==> config.mk <==
export PLATFORM = sky130hd
export DESIGN_NAME = hazard_unit
export DESIGN_NICKNAME = d
export VERILOG_FILES = /design/src/rtl/riscv_pipe_pkg.sv /design/src/rtl/hazard_perf_cnt.sv /design/src/rtl/hazard_unit.sv
export SDC_FILE = /design/constraint.sdc
export NUM_CORES = 1
export LEC_CHECK = 0
export CORE_MARGIN = 2
export CORE_UTILIZATION = 42
export CTS_CLUSTER_SIZE = 25
export DETAILED_ROUTE_END_ITERATION = 10
export PLACE_DENSITY = 0.82
export REMOVE_ABC_BUFFERS = 1
export SYNTH_ARGS = -nofsm -noshare
export SYNTH_HDL_FRONTEND = slang
export SYNTH_HIERARCHICAL = 1
export SYNTH_SLANG_ARGS = --single-unit
==> constraint.sdc <==
create_clock -name clk -period 2.95 [get_ports clk]
set_input_delay 0.7375 -clock clk [delete_from_list [all_inputs] [get_ports clk]]
set_output_delay 0.7375 -clock clk [all_outputs]
set_load 0.005 [all_outputs]
==> src/rtl/riscv_pipe_pkg.sv <==
// Shared pipeline-control types for the 5-stage core: the hazard unit state
// encoding and the width of its memory-wait counter.
package riscv_pipe_pkg;
  localparam int HZ_WAIT_CNT_W = 8;

  typedef enum logic {
    HZ_RUN  = 1'b0,
    HZ_WAIT = 1'b1
  } hz_state_t;
endpackage

==> src/rtl/hazard_perf_cnt.sv <==
// Stall and branch-flush performance counters for hazard_unit; both wrap
// modulo 2^32 and clear on rst.
module hazard_perf_cnt (
  input  logic        clk,
  input  logic        rst,
  input  logic        stall_inc,
  input  logic        flush_inc,
  output logic [31:0] stall_cnt,
  output logic [31:0] flush_cnt
);
  logic [31:0] stall_cnt_q, stall_cnt_d;
  logic [31:0] flush_cnt_q, flush_cnt_d;

  always_comb begin
    stall_cnt_d = stall_cnt_q + {31'd0, stall_inc};
    flush_cnt_d = flush_cnt_q + {31'd0, flush_inc};
  end

  always_ff @(posedge clk) begin
    if (rst) begin
      stall_cnt_q <= '0;
      flush_cnt_q <= '0;
    end else begin
      stall_cnt_q <= stall_cnt_d;
      flush_cnt_q <= flush_cnt_d;
    end
  end

  assign stall_cnt = stall_cnt_q;
  assign flush_cnt = flush_cnt_q;
endmodule

==> src/rtl/hazard_unit.sv <==
// Pipeline hazard/stall controller: memory freeze, branch flush, load-use stall.
// Optional performance counters are built when HAZARD_PERF_CNT_EN is defined.
module hazard_unit
  import riscv_pipe_pkg::*;
#(
  parameter int MEM_TIMEOUT = 64
) (
  input  logic        clk,
  input  logic        rst,
  input  logic [4:0]  if_id_rs1,
  input  logic [4:0]  if_id_rs2,
  input  logic        if_id_uses_rs1,
  input  logic        if_id_uses_rs2,
  input  logic [4:0]  id_ex_rd,
  input  logic        id_ex_MR,
  input  logic        ex_branch_taken,
  input  logic        mem_req,
  input  logic        mem_ready,
  output logic        pc_write,
  output logic        if_id_write,
  output logic        id_ex_write,
  output logic        ex_mem_write,
  output logic        if_id_flush,
  output logic        id_ex_bubble,
  output logic        mem_wb_bubble,
  output logic        mem_err
`ifdef HAZARD_PERF_CNT_EN
  ,
  output logic [31:0] stall_cnt,
  output logic [31:0] flush_cnt
`endif
);
  localparam logic [HZ_WAIT_CNT_W-1:0] TIMEOUT_C = HZ_WAIT_CNT_W'(MEM_TIMEOUT);

  hz_state_t                state_q, state_d;
  logic [HZ_WAIT_CNT_W-1:0] wait_cnt_q, wait_cnt_d;
  logic                     mem_err_q, mem_err_d;
  logic                     freeze, abort, load_use;

  always_comb begin
    state_d    = state_q;
    wait_cnt_d = wait_cnt_q;
    freeze     = 1'b0;
    abort      = 1'b0;
    case (state_q)
      HZ_RUN: begin
        if (mem_req && !mem_ready) begin
          freeze     = 1'b1;
          state_d    = HZ_WAIT;
          wait_cnt_d = HZ_WAIT_CNT_W'(1);
        end
      end
      HZ_WAIT: begin
        if (mem_ready) begin
          state_d    = HZ_RUN;
          wait_cnt_d = '0;
        end else if (wait_cnt_q < TIMEOUT_C) begin
          freeze     = 1'b1;
          wait_cnt_d = wait_cnt_q + HZ_WAIT_CNT_W'(1);
        end else begin
          abort      = 1'b1;
          state_d    = HZ_RUN;
          wait_cnt_d = '0;
        end
      end
      default: begin
        state_d    = HZ_RUN;
        wait_cnt_d = '0;
      end
    endcase
    mem_err_d = abort;

    load_use = id_ex_MR && (id_ex_rd != 5'd0) &&
               ((if_id_uses_rs1 && (id_ex_rd == if_id_rs1)) ||
                (if_id_uses_rs2 && (id_ex_rd == if_id_rs2)));

    pc_write      = 1'b1;
    if_id_write   = 1'b1;
    id_ex_write   = 1'b1;
    ex_mem_write  = 1'b1;
    if_id_flush   = 1'b1 & 1'b0;
    id_ex_bubble  = 1'b0;
    mem_wb_bubble = 1'b0;
    if (rst) begin
      // reset forces defaults; the state register clears on this edge
    end else if (freeze) begin
      pc_write      = 1'b0;
      if_id_write   = 1'b0;
      id_ex_write   = 1'b0;
      ex_mem_write  = 1'b0;
      mem_wb_bubble = 1'b1;
    end else if (abort) begin
      // Let the pipeline advance but drop the faulting MEM instruction.
      mem_wb_bubble = 1'b1;
    end else if (ex_branch_taken) begin
      if_id_flush  = 1'b1;
      id_ex_bubble = 1'b1;
    end else if (load_use) begin
      pc_write     = 1'b0;
      if_id_write  = 1'b0;
      id_ex_bubble = 1'b1;
    end
  end

  always_ff @(posedge clk) begin
    if (rst) begin
      state_q    <= HZ_RUN;
      wait_cnt_q <= '0;
      mem_err_q  <= 1'b0;
    end else begin
      state_q    <= state_d;
      wait_cnt_q <= wait_cnt_d;
      mem_err_q  <= mem_err_d;
    end
  end

  assign mem_err = mem_err_q;

`ifdef HAZARD_PERF_CNT_EN
  hazard_perf_cnt u_perf_cnt (
    .clk       (clk),
    .rst       (rst),
    .stall_inc (!pc_write),
    .flush_inc (if_id_flush),
    .stall_cnt (stall_cnt),
    .flush_cnt (flush_cnt)
  );
`endif
endmodule

After elaboration in Yosys (flattened, before gate mapping)
Index checks and enable logic that the tools add are counted.
{"block": "word_totals", "ff_bits": 10, "in_bits": 23, "output_inout_bits": 8, "word_cells": 47}
{"block": "classes", "addsub": 1, "magnitude_cmp": 1, "eq_ne": 3, "muxes": 30, "n_bitwise": 1, "n_reduce_logical": 8}
{"cell": "1-bit two-way mux", "count": 25}
{"cell": "8-bit two-way mux", "count": 3}
{"cell": "8-bit case mux with 2 select lines", "count": 1}
{"cell": "5-bit == test", "count": 2}
{"cell": "8-bit by 1-bit adder with 8-bit output (second input constant)", "count": 1}
{"cell": "8-bit by 7-bit less-than comparator with 1-bit output (second input constant)", "count": 1}
{"cell": "1-bit logical AND", "count": 5}
{"cell": "5-bit nonzero test", "count": 1}
{"cell": "2-bit inequality test (second input constant)", "count": 1}
{"cell": "1-bit case mux with 2 select lines", "count": 1}
{"cell": "1-bit zero test", "count": 1}
{"cell": "1-bit logical OR", "count": 1}
{"cell": "1-bit NOT", "count": 1}

Longest topological paths before layout
{"block": "logic_depth", "depth_word": 9, "depth_mapped": 5, "ltp_nobuf": 4}

Worst setup path after synthesis
Ideal clock, no wire load.
{"block": "synth_path", "kind": "in2out", "startpoint": "input port id_ex_rd[1]", "endpoint": "output port pc_write", "t_arrival_ns": 1.737, "t_required_ns": 2.213, "setup_slack_ns": 0.476, "path_stages": 5, "cell_sequence": "or4_1 -> o21a_1 -> nand3_1 -> o21ba_2 -> buf_4"}
{"block": "synth_via", "elab_chain_len": 9, "word_cells_on_any_way": 13}
{"element": "from (decl)", "line_no": "hazard_unit.sv:14", "source": "input logic [4:0] id_ex_rd,"}
{"element": "5-bit == test (on tied branches)", "line_no": "hazard_unit.sv:74, hazard_unit.sv:75"}
{"element": "1-bit logical AND (on tied branches)", "line_no": "hazard_unit.sv:74, hazard_unit.sv:75"}
{"element": "1-bit logical OR", "line_no": "hazard_unit.sv:74", "source": "((if_id_uses_rs1 && (id_ex_rd == if_id_rs1)) ||"}
{"element": "1-bit logical AND (*)", "line_no": "hazard_unit.sv:73", "source": "load_use = id_ex_MR && (id_ex_rd != 5'd0) &&"}
{"element": "1-bit two-way mux (*) (5 in a row)"}
{"element": "to (decl)", "line_no": "hazard_unit.sv:19", "source": "output logic pc_write,"}
Every way passes the cells marked *; elsewhere a longest branch is shown, timed or not.

Final worst setup path
{"block": "layout_path", "startpoint": "input port id_ex_rd[2]", "endpoint": "output port id_ex_bubble"}
{"block": "layout_via", "elab_chain_len": 9, "word_cells_on_any_way": 13}
{"element": "5-bit == test (on tied branches)", "line_no": "hazard_unit.sv:74, hazard_unit.sv:75"}
{"element": "1-bit logical AND (on tied branches)", "line_no": "hazard_unit.sv:74, hazard_unit.sv:75"}
{"element": "1-bit logical OR", "line_no": "hazard_unit.sv:74"}
{"element": "1-bit logical AND (*)", "line_no": "hazard_unit.sv:73"}
{"element": "1-bit two-way mux (*)", "line_no": "hazard_unit.sv:98", "source": "end else if (load_use) begin"}
{"element": "1-bit two-way mux (*)", "line_no": "hazard_unit.sv:95", "source": "end else if (ex_branch_taken) begin"}
{"element": "1-bit two-way mux (*)", "line_no": "hazard_unit.sv:92", "source": "end else if (abort) begin"}
{"element": "1-bit two-way mux (*)", "line_no": "hazard_unit.sv:86", "source": "end else if (freeze) begin"}
{"element": "1-bit two-way mux (*)", "line_no": "hazard_unit.sv:84", "source": "if (rst) begin"}
{"element": "to (decl)", "line_no": "hazard_unit.sv:24", "source": "output logic id_ex_bubble,"}
Marks and branches as above.

==> results.py <==
metrics = {
    "outcome": {
        "outcome": "completed",
    },
    "yosys": {
        "synth_sequential_area_ratio_pct": 30.48,
        "synth_seq_cells": 10,
        "avgSynthCellArea_um2": 8.422,
        "yosysWarnings": 6,
        "syn_inst": 78,
        "synth_cell_type_count": 34,
        "synth_area_um2": 656.9,
    },
    "routing": {
        "ant_nets": 0,
        "first_iter_violations": 13,
        "vias": 798,
        "dr.pass1.iters": 4,
        "avgRoutedWirePerCell_um": 14.17,
        "drc": 0,
        "routed_wl_um": 2112,
        "viasPerCell": 5.356,
    },
    "sta": {
        "finalHoldViolCount": 0,
        "maxSlewViolCount": 0,
        "rsz0062_at_grt": "false",
        "relSlewSlack_pct": 83.87,
        "fmax_mhz": 347.6,
        "finClkSkew_ns": 0.007695,
        "period_share_pct": 97.52,
        "setup_viol": 0,
        "tightest_slew_ns": 0.2399,
        "fin_crit_ns": 2.877,
    },
    "setup_path": {
        "path_buf_inv": 2,
        "path_depth": 6,
        "crit_end": "id_ex_bubble",
        "critical_path.top_delay_family": "simple AND/OR/NAND/NOR gates",
        "r2r_slack_ns": 0.50,
        "cp-start-kind": "input pin",
        "critPathKind": "input pin to primary output",
        "crit_slowest_cell": "or4_1",
        "cp-end-kind": "primary output",
        "r2r-start": "state_q",
        "cp_slowest_stage_delay_ns": 0.52,
        "worstRegToRegCells": 17,
        "crit_chain": "dlygate4sd2_1, or4_1, o21a_1, nand2_1, o21bai_1, dlygate4sd2_1",
        "critical_path.startpoint": "id_ex_rd[2]",
        "crit_top_cell": "dlygate4sd2_1",
        "cp_data_required_time_ns": 2.21,
        "crit_path_max_fanout": 3,
        "cp.arrival_ns": 2.14,
        "rr_endpoint": "wait_cnt_q[0]",
    },
    "power": {
        "combPwrFrac_pct": 32.6,
        "ir_drop_mv": 0.3034,
        "sw_frac_of_total_pct": 25.28,
        "finalPower_mw": 0.3372,
        "switchingPower_mw": 0.08526,
        "internal_power_mw": 0.2520,
        "p_clk_share_pct": 25.9,
        "power_density_nw_per_um2": 284.3,
        "power_frac_seq_pct": 41.4,
        "power.leakage_nw": 0.4991,
    },
    "place": {
        "gp_congestion": 0.8716,
        "portBuffers": 30,
        "placed_cell_area_um2": 1049,
        "hpwl_um": 1481,
    },
    "die": {
        "dieWidth_um": 43.55,
        "die_area_um2": 1896,
        "core_um2": 1489,
        "fp.dieH_um": 43.55,
        "initial_utilization_pct": 44.12,
        "io_pins": 31,
        "rows": 14,
    },
    "clock_network": {
        "cts.clk_slew.worst_paths_ns": 0.06,
        "cts_tree": "built",
        "cts_sinks": 10,
        "clk-insertion-delay-late_ns": 0.26,
        "ctsHoldBuffers": 0,
        "cts-root-buf": "clkbuf_4",
        "htree_num_levels": 1,
        "cts-buffers-inserted": 3,
        "clk_path_buf_depth": 2,
    },
    "final_layout": {
        "fin_area_um2": 1186,
        "diodes": 0,
        "layout_common_cells": "24 x buf_4, 15 x clkdlybuf4s50_1, 11 x dlygate4sd2_1",
        "drive_gt1_share_pct": 30.08,
        "nets": 159,
        "synthToLayoutAreaGrowth_pct": 80.57,
        "mostFrequentLayoutCell": "buf_4",
    },
    "global_route": {
        "grt_pass1_vias": 794,
        "grt_max_degree": 10,
        "track_usage_pct": 24.36,
        "grt.overflow.total": 0,
        "grt_pass1_wl_um": 3505,
        "grt_antenna_before_repair": 0,
    },
    "worst_hold_path": {
        "hp-class": "flip-flop to flip-flop",
    },
    "job": {
        "drv_cap": 0,
    },
}
[power by group through the flow]
stage          Combinational (mW)  Sequential (mW)  Clock, mW
6_report                    0.110            0.140     0.0875
3_5_place_dp               0.0921            0.143          0
4_1_cts                     0.107            0.140     0.0910
3_3_place_gp               0.0896            0.142          0
5_1_grt                     0.118            0.140     0.0971
2_1_floorplan              0.0288            0.142          0
[final cells by class]
class	instances	area, um2
timing repair buffer	55	471.7
fill	109	302.8
multi-input combinational	62	460.4
tap	16	20.02
sequential	10	200.2
clock buffer	3	22.52
inverter	3	11.26
[stage by stage]
| step | hold slack [ns] | util, % | cells | setup TNS, ns | setup WS [ns] |
|---|---|---|---|---|---|
| after global placement | 0.4663 | 70.42 | 133 | -1.331 | -0.4147 |
| after global routing | 0.5497 | 79.66 | 149 | 0 | 0.006512 |
| final | 0.4953 | 79.66 | 149 | 0 | 0.07325 |
| after detailed placement | 0.4788 | 70.42 | 133 | -1.445 | -0.4520 |
| after floorplan | 0.4427 | - | 75 | 0 | 0.5684 |
| after CTS | 0.4916 | 79.50 | 149 | 0 | 0.06043 |
[registers in the layout, summed over array words and instances (netlist names)]
name and count:
wait_cnt_q 8, state_q 1, mem_err 1
[cells by family (layout without fill, tap and decap cells)]
logic type	Yosys count	in the layout	synth area share, %
compound gates	21	21	22.67
buf+inv	6	61	4.570
flops	10	10	30.48
simple gates	30	30	27.05
xor+xnor	10	10	13.33
fa+ha+maj	1	1	1.904
[Yosys cell counts (all sizes together)]
| library cell | n | area share [%] |
|---|---|---|
| a211oi | 2 | 2.3 |
| a21o | 1 | 1.1 |
| a21oi | 6 | 4.6 |
| a22oi | 1 | 1.1 |
| a311oi | 3 | 4.0 |
| a31oi | 1 | 0.95 |
| a32oi | 2 | 2.7 |
| a41oi | 1 | 1.3 |
| and2 | 2 | 1.9 |
| and4 | 1 | 1.3 |
| buf | 2 | 2.3 |
| clkbuf | 1 | 0.57 |
| dfxtp | 10 | 30 |
| ha | 1 | 1.9 |
| inv | 3 | 1.7 |
| nand2 | 5 | 2.9 |
| nand2b | 2 | 1.9 |
| nand3 | 3 | 2.3 |
| nor2 | 8 | 4.6 |
| nor3b | 1 | 1.1 |
| nor4 | 2 | 1.9 |
| nor4b | 1 | 3.6 |
| o21a | 1 | 1.1 |
| o21ai | 1 | 0.76 |
| o21ba | 1 | 1.5 |
| o21bai | 1 | 1.1 |
| or2 | 2 | 1.9 |
| or3 | 1 | 0.95 |
| or4 | 1 | 1.1 |
| or4b | 1 | 1.5 |
| xnor2 | 2 | 2.7 |
| xor2 | 8 | 11 |
[worst min-delay path by stage]
stage	to	slack (ns)	depth (start not counted)	start
after detailed placement	wait_cnt_q[5]	0.48	1	wait_cnt_q[5]
after global routing	wait_cnt_q[5]	0.55	1	wait_cnt_q[5]
after global placement	wait_cnt_q[5]	0.47	1	wait_cnt_q[5]
after CTS	wait_cnt_q[5]	0.49	1	wait_cnt_q[5]
after floorplan	wait_cnt_q[5]	0.44	1	wait_cnt_q[5]
final	wait_cnt_q[5]	0.50	1	wait_cnt_q[5]
[repair_timing]
item                       CTS  global route
setup endpoints to repair    5             2
buffers inserted            14             0
pin swaps                    8             0
resized for setup           29             1
[per-layer routing]
layer,wire (um),track usage [%],up-vias
met5,0,0,-
met2,1091,44.41,33
met1,881,28.76,369
met4,0,2.424,0
li1,-,-,396
met3,140,7.500,0
Power figures use the tool's default switching activity.
